[src/rtl/cpu_step_ctrl.sv]
`default_nettype none
// +----------------------------------------------------------------------------+
// | cpu_step_ctrl: run/pause/single-step controller for the MIPS core.           |
// | Debounces run/step buttons on tick_in and issues 1-cycle cpu_en strobes.     |
// | Optional breakpoint halt when CPU_STEP_BREAKPOINT_EN is defined.             |
// | Revision: 1.0                                                                |
// +----------------------------------------------------------------------------+
module cpu_step_ctrl #(
  parameter int unsigned DB_TICKS = 4,
  parameter int unsigned CNT_W    = 16,
  parameter int unsigned PC_W     = 32
) (
  input  logic             clk,
  input  logic             rst,
  input  logic             tick_in,
  input  logic             btn_run,
  input  logic             btn_step,
  output logic             cpu_en,
  output logic             running,
  output logic [CNT_W-1:0] step_cnt
`ifdef CPU_STEP_BREAKPOINT_EN
  ,
  input  logic [PC_W-1:0]  pc_in,
  input  logic [PC_W-1:0]  bp_addr,
  input  logic             bp_valid,
  output logic             bp_hit
`endif
);

  localparam int unsigned           c_DBC_W   = $clog2(DB_TICKS);
  localparam logic [c_DBC_W-1:0]    c_DBC_MAX = c_DBC_W'(DB_TICKS - 1);

  typedef enum logic [1:0] {
    ST_PAUSE     = 2'd0,
    ST_RUN       = 2'd1,
    ST_STEP_WAIT = 2'd2
  } state_t;

  state_t     r_state;
  logic [1:0] r_sync1;
  logic [1:0] r_sync2;
  logic [1:0] w_press;
  logic       w_run_p;
  logic       w_step_p;
  logic       w_tick_ok;
  logic       w_bp_stop;
  logic       w_issue;
  logic       w_halt;

  // Bit 0 is the run button, bit 1 the step button.
  always_ff @(posedge clk or posedge rst) begin
    if (rst) begin
      r_sync1 <= 2'b00;
      r_sync2 <= 2'b00;
    end else begin
      r_sync1 <= {btn_step, btn_run};
      r_sync2 <= r_sync1;
    end
  end

  generate
    for (genvar b = 0; b < 2; b++) begin : g_db
      logic               r_stable;
      logic [c_DBC_W-1:0] r_dbc;
      logic               w_diff;

      assign w_diff     = r_sync2[b] ^ r_stable;
      // Press pulse coincides with the tick that accepts the 0->1 change.
      assign w_press[b] = tick_in & w_diff & (r_dbc == c_DBC_MAX) & ~r_stable;

      always_ff @(posedge clk or posedge rst) begin
        if (rst) begin
          r_stable <= 1'b0;
          r_dbc    <= '0;
        end else if (tick_in) begin
          if (!w_diff) begin
            r_dbc <= '0;
          end else if (r_dbc == c_DBC_MAX) begin
            r_stable <= ~r_stable;
            r_dbc    <= '0;
          end else begin
            r_dbc <= r_dbc + c_DBC_W'(1);
          end
        end
      end
    end
  endgenerate

  assign w_run_p   = w_press[0];
  assign w_step_p  = w_press[1];
  assign w_tick_ok = tick_in & ~cpu_en;

`ifdef CPU_STEP_BREAKPOINT_EN
  logic r_skip;

  assign w_bp_stop = bp_valid & (pc_in == bp_addr) & ~r_skip;

  always_ff @(posedge clk or posedge rst) begin
    if (rst) begin
      bp_hit <= 1'b0;
      r_skip <= 1'b0;
    end else begin
      if (w_run_p) begin
        bp_hit <= 1'b0;
      end else if (w_halt) begin
        bp_hit <= 1'b1;
      end
      // First enable after a resume must not re-trigger on the same PC.
      if (w_run_p && (r_state != ST_RUN)) begin
        r_skip <= 1'b1;
      end else if (w_issue) begin
        r_skip <= 1'b0;
      end
    end
  end
`else
  assign w_bp_stop = 1'b0;
`endif

  assign w_issue = ~w_run_p & w_tick_ok &
                   (((r_state == ST_RUN) & ~w_bp_stop) | (r_state == ST_STEP_WAIT));
  assign w_halt  = ~w_run_p & w_tick_ok & (r_state == ST_RUN) & w_bp_stop;

  always_ff @(posedge clk or posedge rst) begin
    if (rst) begin
      r_state  <= ST_PAUSE;
      cpu_en   <= 1'b0;
      running  <= 1'b0;
      step_cnt <= '0;
    end else begin
      cpu_en <= w_issue;
      if (w_issue) begin
        step_cnt <= step_cnt + CNT_W'(1);
      end
      case (r_state)
        ST_PAUSE: begin
          if (w_run_p) begin
            r_state <= ST_RUN;
            running <= 1'b1;
          end else if (w_step_p) begin
            r_state <= ST_STEP_WAIT;
          end
        end
        ST_STEP_WAIT: begin
          if (w_run_p) begin
            r_state <= ST_RUN;
            running <= 1'b1;
          end else if (w_issue) begin
            r_state <= ST_PAUSE;
          end
        end
        ST_RUN: begin
          if (w_run_p || w_halt) begin
            r_state <= ST_PAUSE;
            running <= 1'b0;
          end
        end
        default: begin
          r_state <= ST_PAUSE;
          running <= 1'b0;
        end
      endcase
    end
  end

endmodule
`default_nettype wire

[config.mk]
export PLATFORM = sky130hd
export DESIGN_NAME = cpu_step_ctrl
export DESIGN_NICKNAME = d
export VERILOG_FILES = /design/src/rtl/cpu_step_ctrl.sv
export SDC_FILE = /design/constraint.sdc
export NUM_CORES = 1
export LEC_CHECK = 0
export BUFFER_PORTS_ARGS = -buffer_cell sky130_fd_sc_hd__buf_2
export CAP_MARGIN = 5
export CORE_MARGIN = 8
export CORE_UTILIZATION = 54
export DETAILED_ROUTE_END_ITERATION = 10
export PLACE_DENSITY = 0.79
export SLEW_MARGIN = 20
export SYNTH_ARGS = -nofsm -noshare
export SYNTH_HDL_FRONTEND = slang
export SYNTH_SLANG_ARGS = --single-unit
[constraint.sdc]
create_clock -name clk -period 2.61 [get_ports clk]
set_input_delay 0.522 -clock clk [delete_from_list [all_inputs] [get_ports clk]]
set_output_delay 0.522 -clock clk [all_outputs]
set_load 0.03 [all_outputs]
==> out/qor.txt <==
status = finished, final reports clean
Resized cells post-CTS = 0
Place WS = 0.5723 ns
number of global-route vias before repair = 991
Post-synth EDFFs = 0
# rows = 18
post-synthesis net count = 128
GRT Overall Usage = 13.36%
Yosys top cell by area = dfrtp_1
Max-Cap Viols = 0
P&R area growth vs syn = 14.09%
Yosys reg bits = 30
Routed Antenna Nets = 0
clock-pin slew on the worst setup and hold paths = 0.09 ns
drt first pass iters = 4
crit start category = register
clk_skew = 0.01298 ns
fraction of registers with async set/reset = 100.0%
drt drc = 0
Boundary Pins = 23
Starting Density = 55.86%
critical path's slowest cell = or4b_1
syn avg cell area = 11.61 um2
setup violators final = 0
Placer Congestion = 0.8265
Initial DRC Count = 27
Synth top area share = 55.25%
Netlist Area Pre-Place = 0.001359 mm2
Synth cell types = 31
routed vias/inst = 5.389
initial antenna violation count = 0
hold_buf cts = 0
total power = 0.001331 W
HP Class = in -> async
maximum vdd drop = 0.6275 mV
Primary FF master, synth = dfrtp_1
dpl hpwl = 1944 um
wire per inst = 14.97 um
synth top area cells = dfrtp_1 55%, xor2_1 6.4%, ha_1 5.5%, xnor2_1 4.5%, mux2_2 3.3%
area of placed instances = 0.001505 mm2
register area = 750.7 um2
Crit. End Element = register
top-count cell post-synth = dfrtp_1
CTS max path bufs = 2
final worst slack = 0.5802 ns
Data arrival, critical path = 2.24 ns
grt total ovfl = 0
Final Hold Viols = 0
CP cell instances = inv_1 > ha_1 > nand3b_1 > or4b_1 > nand2b_1 > xnor2_1
Root Buffer = clkbuf_4
Core Region = 0.002432 mm2
number of H-tree levels = 2
first-pass GRT wire length = 4388 um
sequential share of the synthesized area = 55.25%
Slew @ Worst Pin = 0.4024 ns
critical path data required time = 2.82 ns
min Tclk post-route = 2.030 ns
fraction of layout cells with a size suffix above 1 = 22.76%
antenna diode count = 0
Yosys warning count = 0
commonest cells in the netlist = 30 x dfrtp_1, 10 x xor2_1, 9 x inv_1
die area = 0.004377 mm2
Setup Fix Bufs, Post-CTS = 0
number of port buffers = 22
period utilization = 77.77%
DR vias = 943
Final Max Tran Viols = 0
pin count of the biggest net entering global routing = 31
clock latency at the later pin of the worst-skew pair = 0.33 ns
P_leak = 0.8020 nW
Num CTS Buffers = 5
Die Width = 66.16 um
Die Y-Extent = 66.16 um
crit path max fanout = 5
Power per Cell Area = 858.7 mW/mm2
RSZ-0062 raised after global routing = false
Worst slew margin = 72.84%
critical path class = reg -> reg
critical path's largest stage delay = 0.65 ns
post-detailed-routing wire length = 2620 um
fmax = 0.4927 GHz
Num Clock Sinks = 30
FILL cells = 213
final instance area = 0.001550 mm2
Multi-input gate area = 565.5 um2
nets = 156
Cells after Synth = 117
CTS tree = built
setup_tns = 0 ns
registers in the layout (all words and copies together) (netlist names):
name,count
running,1
g_db.r_stable,2
r_sync1,2
g_db.r_dbc,4
r_state,2
r_sync2,2
step_cnt,16
cpu_en,1
kinds of logic after synthesis:
kind of cell             synth area share, %
multiplexers                           4.051
buffers and inverters                  3.130
AO/OA/AOI/OAI                          4.236
XOR/XNOR                               10.96
AND/OR/NAND/NOR                        16.85
flip-flops                             55.25
adder cells (fa/ha/maj)                5.525
critical path, delay by kind of cell, from the launching register on:
family / cells / cell delay, ns
xor gates and xnor gates: 1 / 0.14
adders and majority gates: 1 / 0.31
buffers and inverters: 1 / 0.09
DFF: 1 / 0.37
and+or+nand+nor: 3 / 1.00
report_power, final:
part | total, W | internal [W] | leakage [nW] | switching, W
Combinational | 0.000431 | 0.000175 | 0.387 | 0.000256
Sequential | 0.000652 | 0.000564 | 0.390 | 0.0000875
Clock | 0.000248 | 0.000101 | 0.0254 | 0.000147
Total | 0.00133 | 0.000841 | 0.802 | 0.000491
through the flow:
step | instances | hold slack, ns | utilization [%]
2_1_floorplan | 117 | 0.3312 | -
3_3_place_gp | 168 | 0.3356 | 61.88
3_5_place_dp | 168 | 0.3420 | 61.88
4_1_cts | 175 | 0.2425 | 63.73
5_1_grt | 175 | 0.2616 | 63.73
6_report | 175 | 0.2428 | 63.73
layer usage:
layer / wire length [um] / up-vias / global-route usage [%]
met5: 0 / - / 0
li1: - / 455 / -
met3: 150 / 7 / 5.763
met4: 46 / 0 / 7.467
met1: 1105 / 462 / 14.02
met2: 1317 / 19 / 21.95
worst paths after layout:
| check | from | to | slack (ns) | cells past startpoint |
|---|---|---|---|---|
| max | r_state[0]$_DFFE_PP0P_ | step_cnt[11]$_DFFE_PP0P_ | 0.58 | 6 |
| min | rst | step_cnt[6]$_DFFE_PP0P_ | 0.24 | 3 |
| max reg2reg | r_state[0]$_DFFE_PP0P_ | step_cnt[11]$_DFFE_PP0P_ | 0.58 | 6 |
| min reg2reg | r_sync1[0]$_DFF_PP0_ | r_sync2[0]$_DFF_PP0_ | 0.35 | 0 |
| max in group asynchronous | rst | step_cnt[3]$_DFFE_PP0P_ | 2.08 | 3 |
| min in group clk | btn_run | r_sync1[0]$_DFF_PP0_ | 0.31 | 1 |
layout make-up:
cell class                 instances  share of cell area, %
inverter                           9                  2.179
clock buffer                       7                  2.906
multi-input combinational         76                  36.48
timing repair buffer              23                  7.587
sequential                        30                  48.43
tap                               30                  2.421
cell usage in the layout (no fill, tap or decap), types with 3 or more instances in the layout:
master,count
ha_1,6
dfrtp_1,30
xor2_1,10
clkbuf_4,5
nand3_1,5
nand2_1,7
mux2_2,4
a21oi_1,3
inv_1,9
nand4_1,3
xnor2_1,7
nand3b_1,3
buf_2,22
nor2_1,7
No activity file was read; power rests on OpenSTA's default activity.
